`src/rtl/bus_pkg.sv`:
```
// Shared types and constants for the two-master bus arbiter.
package bus_pkg;

  localparam int unsigned BUS_AW      = 32;
  localparam int unsigned BUS_DW      = 32;
  localparam int unsigned BUS_TIMEOUT = 64;

  typedef enum logic [1:0] {
    ST_IDLE = 2'd0,
    ST_OWN0 = 2'd1,
    ST_OWN1 = 2'd2,
    ST_ERR  = 2'd3
  } bus_state_e;

endpackage

```
`src/rtl/bus_watchdog.sv`:
```
// Counts unready cycles of an owned transaction; flags when the budget is used up.
module bus_watchdog #(
  parameter int unsigned TIMEOUT = 64
) (
  input  logic clk,
  input  logic rst_b,
  input  logic clr,
  input  logic inc,
  output logic expired
);

  localparam int unsigned CW = (TIMEOUT > 1) ? $clog2(TIMEOUT) : 1;

  logic [CW-1:0] r_cnt;

  always_ff @(posedge clk or negedge rst_b) begin
    if (!rst_b) begin
      r_cnt <= '0;
    end else if (clr) begin
      r_cnt <= '0;
    end else if (inc) begin
      r_cnt <= r_cnt + CW'(1);
    end
  end

  assign expired = (r_cnt == CW'(TIMEOUT - 1));

endmodule

```
`src/rtl/bus_arbiter.sv`:
```
// Round-robin arbiter for two masters sharing one slave bus, with a watchdog
// that aborts transactions no slave answers.
module bus_arbiter
  import bus_pkg::*;
#(
  parameter int unsigned TIMEOUT = BUS_TIMEOUT
) (
  input  logic              clk,
  input  logic              rst_b,
  input  logic [BUS_AW-1:0] m0_addr,
  input  logic [BUS_AW-1:0] m1_addr,
  input  logic [BUS_DW-1:0] m0_wdata,
  input  logic [BUS_DW-1:0] m1_wdata,
  input  logic              m0_rd,
  input  logic              m1_rd,
  input  logic              m0_wr,
  input  logic              m1_wr,
  output logic [BUS_DW-1:0] m0_rdata,
  output logic [BUS_DW-1:0] m1_rdata,
  output logic              m0_ready,
  output logic              m1_ready,
  output logic              m0_err,
  output logic              m1_err,
  output logic [BUS_AW-1:0] bus_addr,
  output logic [BUS_DW-1:0] bus_wdata,
  output logic              bus_rd,
  output logic              bus_wr,
  input  logic [BUS_DW-1:0] bus_rdata,
  input  logic              bus_ready
);

  bus_state_e r_state;
  bus_state_e w_state_next;
  logic       r_prio;
  logic       w_prio_next;
  logic       r_err_m1;
  logic       w_err_m1_next;
  logic       w_req0;
  logic       w_req1;
  logic       w_wd_inc;
  logic       w_wd_clr;
  logic       w_wd_expired;

  assign w_req0   = m0_rd | m0_wr;
  assign w_req1   = m1_rd | m1_wr;
  assign w_wd_clr = ~w_wd_inc;

  bus_watchdog #(.TIMEOUT(TIMEOUT)) u_watchdog (
    .clk     (clk),
    .rst_b   (rst_b),
    .clr     (w_wd_clr),
    .inc     (w_wd_inc),
    .expired (w_wd_expired)
  );

  always_ff @(posedge clk or negedge rst_b) begin
    if (!rst_b) begin
      r_state  <= ST_IDLE;
      r_prio   <= 1'b0;
      r_err_m1 <= 1'b0;
    end else begin
      r_state  <= w_state_next;
      r_prio   <= w_prio_next;
      r_err_m1 <= w_err_m1_next;
    end
  end

  // Grant/handover decisions and the combinational owner mux.
  always_comb begin
    w_state_next  = r_state;
    w_prio_next   = r_prio;
    w_err_m1_next = r_err_m1;
    w_wd_inc      = 1'b0;
    bus_addr      = '0;
    bus_wdata     = '0;
    bus_rd        = 1'b0;
    bus_wr        = 1'b0;
    m0_rdata      = '0;
    m1_rdata      = '0;
    m0_ready      = 1'b0;
    m1_ready      = 1'b0;
    m0_err        = 1'b0;
    m1_err        = 1'b0;

    unique case (r_state)
      ST_IDLE: begin
        if (w_req0 && w_req1) begin
          w_state_next = r_prio ? ST_OWN1 : ST_OWN0;
        end else if (w_req0) begin
          w_state_next = ST_OWN0;
        end else if (w_req1) begin
          w_state_next = ST_OWN1;
        end
      end
      ST_OWN0: begin
        bus_addr      = m0_addr;
        bus_wdata     = m0_wdata;
        bus_wr        = m0_wr;
        bus_rd        = m0_rd & ~m0_wr;
        m0_rdata      = bus_rdata;
        m0_ready      = bus_ready;
        w_err_m1_next = 1'b0;
        if (!w_req0) begin
          w_state_next = ST_IDLE;
        end else if (bus_ready) begin
          w_prio_next  = 1'b1;
          w_state_next = w_req1 ? ST_OWN1 : ST_OWN0;
        end else if (w_wd_expired) begin
          w_state_next = ST_ERR;
        end else begin
          w_wd_inc = 1'b1;
        end
      end
      ST_OWN1: begin
        bus_addr      = m1_addr;
        bus_wdata     = m1_wdata;
        bus_wr        = m1_wr;
        bus_rd        = m1_rd & ~m1_wr;
        m1_rdata      = bus_rdata;
        m1_ready      = bus_ready;
        w_err_m1_next = 1'b1;
        if (!w_req1) begin
          w_state_next = ST_IDLE;
        end else if (bus_ready) begin
          w_prio_next  = 1'b0;
          w_state_next = w_req0 ? ST_OWN0 : ST_OWN1;
        end else if (w_wd_expired) begin
          w_state_next = ST_ERR;
        end else begin
          w_wd_inc = 1'b1;
        end
      end
      ST_ERR: begin
        m0_err       = ~r_err_m1;
        m1_err       = r_err_m1;
        w_prio_next  = ~r_prio;
        w_state_next = ST_IDLE;
      end
      default: begin
        w_state_next = ST_IDLE;
      end
    endcase
  end

endmodule
```
`config.mk`:
```
export PLATFORM = sky130hd
export DESIGN_NAME = bus_arbiter
export DESIGN_NICKNAME = d
export VERILOG_FILES = /design/src/rtl/bus_pkg.sv /design/src/rtl/bus_watchdog.sv /design/src/rtl/bus_arbiter.sv
export SDC_FILE = /design/constraint.sdc
export NUM_CORES = 1
export LEC_CHECK = 0
export CORE_AREA = 2 2 115 117
export CTS_CLUSTER_SIZE = 10
export DETAILED_ROUTE_END_ITERATION = 10
export DIE_AREA = 0 0 117 119
export GPL_TIMING_DRIVEN = 0
export SLEW_MARGIN = 5
export SYNTH_ARGS = -nofsm -noshare
export SYNTH_HDL_FRONTEND = slang
export SYNTH_SLANG_ARGS = --single-unit
```
`constraint.sdc`:
```
create_clock -name clk -period 1.9 [get_ports clk]
set_clock_uncertainty 0.15 [all_clocks]
set_input_delay 0.285 -clock clk [delete_from_list [all_inputs] [get_ports clk]]
set_output_delay 0.285 -clock clk [all_outputs]
set_load 0.02 [all_outputs]
```
==> results of run 1 <==
==> synth_stat cells, drive strengths merged <==
library cell / instances
nor3: 1
nor2b: 1
xnor2: 1
ha: 6
nand3b: 2
nand3: 3
mux2i: 1
nand4: 1
buf: 10
a21oi: 3
o311ai: 1
nor3b: 3
clkbuf: 13
inv: 5
a31oi: 1
o21a: 3
o22ai: 1
xor2: 3
o21ai: 7
a41o: 1
a22o: 65
a2bb2oi: 2
nor2: 10
or3b: 1
and2: 70
a21o: 2
nand2: 1
dfrtp: 10
==> worst paths after layout <==
path | start | endpoint | depth (start not counted)
setup / recovery | r_state[0] | bus_wdata[31] | 7
hold / removal | rst_b | r_prio | 1
setup reg to reg | r_state[0] | r_state[1] | 9
hold reg to reg | u_watchdog.r_cnt[0] | u_watchdog.r_cnt[0] | 1
max in group asynchronous | rst_b | r_state[0] | 1
min in group clk | u_watchdog.r_cnt[0] | u_watchdog.r_cnt[0] | 1
==> registers in the layout, indices dropped and copies added, names as in the netlist <==
register,cells
r_err_m1,1
r_prio,1
r_state,2
u_watchdog.r_cnt,6
==> per-layer routing <==
metal  up-vias  GRT usage (%)  share of wire (%)
met2       206           28.9                 51
met1      1465           16.3                 37
met3        19           3.56                 11
met5         -              0                  0
li1       1516              -                  -
met4         0           2.50                1.3
==> worst max-delay path, stage by stage (launching register included) <==
cell	delay, ps
dfrtp_2	430
inv_4	90
ha_4	200
and2_4	170
clkbuf_16	170
buf_4	140
a22o_4	260
buf_6	130
==> through the flow <==
step	worst slack [ps]	util (%)	area, µm²
after global placement	-966	41.9	5400
after detailed placement	-1010	41.9	5400
after floorplan	-7.54	-	2180
after global routing	-403	47.1	6060
after CTS	-425	43.3	5570
final	-367	47.1	6060
==> report_power, final <==
group	total, µW	switching [µW]	internal [µW]	leakage [µW]
sequential	326	58.1	268	0.000130
combinational	7110	3240	3870	0.00268
clock	358	85.8	272	0.0000370
total	7790	3380	4410	0.00285
==> layout by cell type, fill, tap and decap left out, types with 6 or more instances in the layout <==
cell type / n
buf_6: 84
buf_12: 10
buf_2: 35
and2_4: 14
a22o_4: 41
o21ai_0: 6
nor2_1: 10
dfrtp_1: 9
buf_4: 39
and2_1: 56
clkbuf_16: 12
a22o_1: 24
clkbuf_8: 7
clkdlybuf4s50_1: 166
==> kinds of logic after synthesis <==
family / count (synthesis) / share of synthesized area (%)
xor gates and xnor gates: 4 / 2.00
and+or+nand+nor: 93 / 32.0
AOI/OAI and AO/OA: 86 / 40.2
buffers and inverters: 28 / 6.71
adders and majority gates: 6 / 4.28
DFF: 10 / 14.3
muxes: 1 / 0.571
==> final cells by class <==
class / instances / area (µm²) / share of cell area (%)
repair buffers: 334 / 3320 / 54.9
multi-input cells: 190 / 1840 / 30.3
plain buffers: 22 / 329 / 5.43
flip-flops and latches: 10 / 251 / 4.15
well taps: 176 / 220 / 3.63
clock buffers: 3 / 75.1 / 1.24
inverters: 5 / 21.3 / 0.351
==> timing repair <==
action                     4_1_cts  5_1_grt
hold buffers                     0        0
cloned                           3       10
gates resized for setup        715       84
setup endpoints to repair      136      131
pin swaps                        0       40
setup buffers                   14        7
==> impl_metrics.toml, run 1 <==
[status]
outcome = "complete, but fails checks"
failed_checks = "negative setup slack"

[worst_setup_path]
crit_path_end_kind = "output port"
rrSetupSlack_ps = -40
setup.worst_path.start_class = "register"
worstPathMaxFanout = 5
worstSetupPathType = "reg -> out"
worstPathRequired_ps = 1460
arrival_ps = 1830

[clock_tree]
clockBufferDepth = 2
cts_tree = "done"
htreeDepth = 1
root_buffer = "clkbuf_16"
cts_buffers = 3
clk_pin_slew_ps = 40
cts_sinks = 10
clk-insertion-delay-late_ps = 230

[grt]
first_global_vias = 3256
grt_use_total_pct = 14.9
globalRouteOverflowTotal = 0
grt_max_degree = 11
grt_pass1_wl_mm = 16.6
antenna_found_initial = 0

[timing]
slew_viol_final = 0
hold_viol = 0
holdWs_ps = 229
period_minus_slack_ps = 2270
rsz0062_at_grt = "true"
timing.final.ws_setup_ps = -367
slew_headroom_pct = 68.8
setup_violations = 132
finalCritPeriodShare_pct = 119
max_freq_mhz = 441
setup_tns_ps = -27790
tightest_slew_ps = 467

[logic_synthesis]
yosysSeqAreaShare_pct = 14.3
netlist_instances = 228
syn_area_per_cell_um2 = 7.69
synth_top_area_share_pct = 32.5
yosysWarnings = 0
synth_area_mm2 = 0.00175
syn-num-nets = 401
synth_cell_type_count = 29
yosysTopAreaCell = "a22o_1"
synth.area.top_cells = "a22o_1 (32%), and2_1 (25%), dfrtp_1 (14%)"
synth_seq_cells = 10

[final_layout]
drive_gt1_share_pct = 45.9
fin_cells = 740
area_growth_pct = 245
antennaDiodeCount = 0
final_nets = 739
fillCellCount = 1210

[route]
wire_per_inst_um = 16.8
drc_errors = 0
antenna_left = 0
routed_wl_mm = 12.5
vias = 3206
vias_per_cell = 4.33
drt_first_pass_iters = 4
drt_iter0_markers = 46

[placed_design]
gp_congestion = 0.823
dp_cells = 704
port_buffers = 300
dp_hpwl_mm = 9.69

[die]
dieArea_mm2 = 0.0139
die_w_um = 117
ioPinCount = 301
initial_core_util_pct = 13.6
die_h_um = 119
row_count = 42
core_mm2 = 0.0129

[flow_run]
max_cap_violations = 0

[power_and_ir_drop]
leakage_uw = 0.00285
vdd_drop_max_mv = 0.499
p_total_uw = 7790
p_per_area_mw_per_mm2 = 1290

[min_path]
hold_path_class = "in -> async"
No activity file was read; power rests on OpenSTA's default activity.
==> inputs of run 2 (changes only) <==
--- a/config.mk
+++ b/config.mk
@@ -10,6 +10,7 @@
 export DETAILED_ROUTE_END_ITERATION = 10
 export DIE_AREA = 0 0 117 119
 export GPL_TIMING_DRIVEN = 0
+export SKIP_CTS_REPAIR_TIMING = 1
 export SLEW_MARGIN = 5
 export SYNTH_ARGS = -nofsm -noshare
 export SYNTH_HDL_FRONTEND = slang
==> run 2 against run 1 <==
  * The run still ends with negative setup slack left
  * Count of clock-buffer cells in the layout unchanged
  * Worst hold slack about the same
  * Routed wire length decreased by 7.9%
  * Combinational power decreased by 16%
  * Die area unchanged
  * Sequential share of layout area increased by 0.49 points
  * Critical path depth increased by 1
  * Critical path type unchanged
  * Critical endpoint is now bus_wdata[5]
  * Largest cell class unchanged
  * Highest routed layer unchanged
==> impl_metrics.toml, run 2 (synthesized netlist as in run 1, its figures left out) <==
[status]
outcome = "complete, but fails checks"
failed_checks = "negative setup slack"

[worst_setup_path]
crit_path_end_kind = "output port"
cp_top_family = "buffers and inverters"
worstSetupPathType = "reg -> out"
cpMaxStageDelayCell = "dfrtp_1"
arrival_ps = 1910
cpMostUsedCell = "buf_12"
max_stage_delay_ps = 410
worstPathRequired_ps = 1460
crit_chain = "inv_2 -> ha_4 -> and2_4 -> buf_6 -> buf_12 -> buf_12 -> a22o_4 -> clkbuf_2"
worstPathMaxFanout = 10
setup.worst_path.start_class = "register"
timing.critical_path.buf_inv = 5

[route]
routed_wl_mm = 11.5
drc_errors = 0
wire_per_inst_um = 16.1
drt_iter0_markers = 50
vias = 3063
antenna_left = 0
vias_per_cell = 4.29
drt_first_pass_iters = 4

[die]
die_h_um = 119
ioPinCount = 301
row_count = 42
core_mm2 = 0.0129
die_w_um = 117
initial_core_util_pct = 13.6
dieArea_mm2 = 0.0139

[power_and_ir_drop]
clock_power_share_pct = 5.4
p_switching_uw = 3110
leakage_uw = 0.00273
swShare_pct = 46.8
p_per_area_mw_per_mm2 = 1230
share_seq_of_total_power_pct = 5.0
p_total_uw = 6650
pwr-share-comb_pct = 89.7
vdd_drop_max_mv = 0.413
intPower_uw = 3530

[min_path]
hold_path_class = "in -> async"

[clock_tree]
root_buffer = "clkbuf_16"
clockBufferDepth = 2
cts_sinks = 10
clk_pin_slew_ps = 40
clk-insertion-delay-late_ps = 230
cts_tree = "done"
htreeDepth = 1
cts_buffers = 3

[final_layout]
design_area_mm2 = 0.00542
antennaDiodeCount = 0
reg_top3 = "u_watchdog.r_cnt x6, r_state x2"
final_common_cell = "clkdlybuf4s50_1"
final_nets = 713
area_growth_pct = 209
largest_register_ffs = 6
most-common-layout-cells = "clkdlybuf4s50_1 (166), and2_1 (61), clkbuf_2 (57), buf_6 (48), a22o_4 (39)"
drive_gt1_share_pct = 39.0
largest_register = "u_watchdog.r_cnt"

[grt]
globalRouteOverflowTotal = 0
grt_pass1_wl_mm = 15.9
antenna_found_initial = 0
first_global_vias = 3112
grt_use_total_pct = 14.3
grt_max_degree = 11

[timing]
rsz0062_at_grt = "true"
finalCritPeriodShare_pct = 123
setup_violations = 128
timing.final.ws_setup_ps = -442
hold_viol = 0
max_freq_mhz = 427
setup_tns_ps = -32790
slew_headroom_pct = 68.7
period_minus_slack_ps = 2340
tightest_slew_ps = 468
slew_viol_final = 0

[placed_design]
place_area_mm2 = 0.00540
dp_slack_ps = -1010
port_buffers = 300
dp_hpwl_mm = 9.69
gp_congestion = 0.823

[flow_run]
max_cap_violations = 0
-- run 2: cell types whose count changed in the layout (fill, tap and decap cells not counted), sizes merged --
cell / previous run / this run
clkbuf: 23 / 68
dlymetal6s2s: 0 / 11
buf: 170 / 88
-- run 2: path summary, 6_finish.rpt --
check | end | slack (ps) | cells after the start | start
max | bus_wdata[5] | -440 | 8 | r_state[1]
min | r_prio | 230 | 1 | rst_b
min in group clk | u_watchdog.r_cnt[0] | 370 | 1 | u_watchdog.r_cnt[0]
max reg2reg | u_watchdog.r_cnt[0] | 90 | 7 | r_state[0]
min reg2reg | u_watchdog.r_cnt[0] | 370 | 1 | u_watchdog.r_cnt[0]
max in group asynchronous | r_state[0] | 1020 | 1 | rst_b
-- run 2: layer usage --
metal | vias up | global-route usage, % | part of all wire, %
met2 | 191 | 27.6 | 51
met5 | - | 0 | 0
li1 | 1464 | - | -
met1 | 1396 | 15.5 | 37
met3 | 12 | 3.72 | 11
met4 | 0 | 2.06 | 1.2
-- run 2: cell type report --
type	instances	area, µm²
buffer	23	292
clock buffer	3	75.1
fill	1267	7450
inverter	5	18.8
multi-input combinational	190	1780
sequential	10	251
tap	176	220
timing repair buffer	307	2790
-- run 2: power groups by stage --
| stage | registers, µW | clock network [µW] | logic (µW) |
|---|---|---|---|
| after global routing | 338 | 381 | 6300 |
| final | 329 | 357 | 5960 |
| after floorplan | 311 | 0 | 3320 |
| after detailed placement | 327 | 0 | 5900 |
| after global placement | 323 | 0 | 5870 |
| after CTS | 324 | 362 | 5930 |
-- run 2: per-stage QoR --
step | cells | hold WS (ps) | utilization [%]
floorplan | 228 | -161 | -
finish | 714 | 229 | 42.1
CTS | 707 | 248 | 42.5
global route | 714 | 280 | 42.1
global placement | 704 | 332 | 41.9
detailed placement | 704 | 347 | 41.9
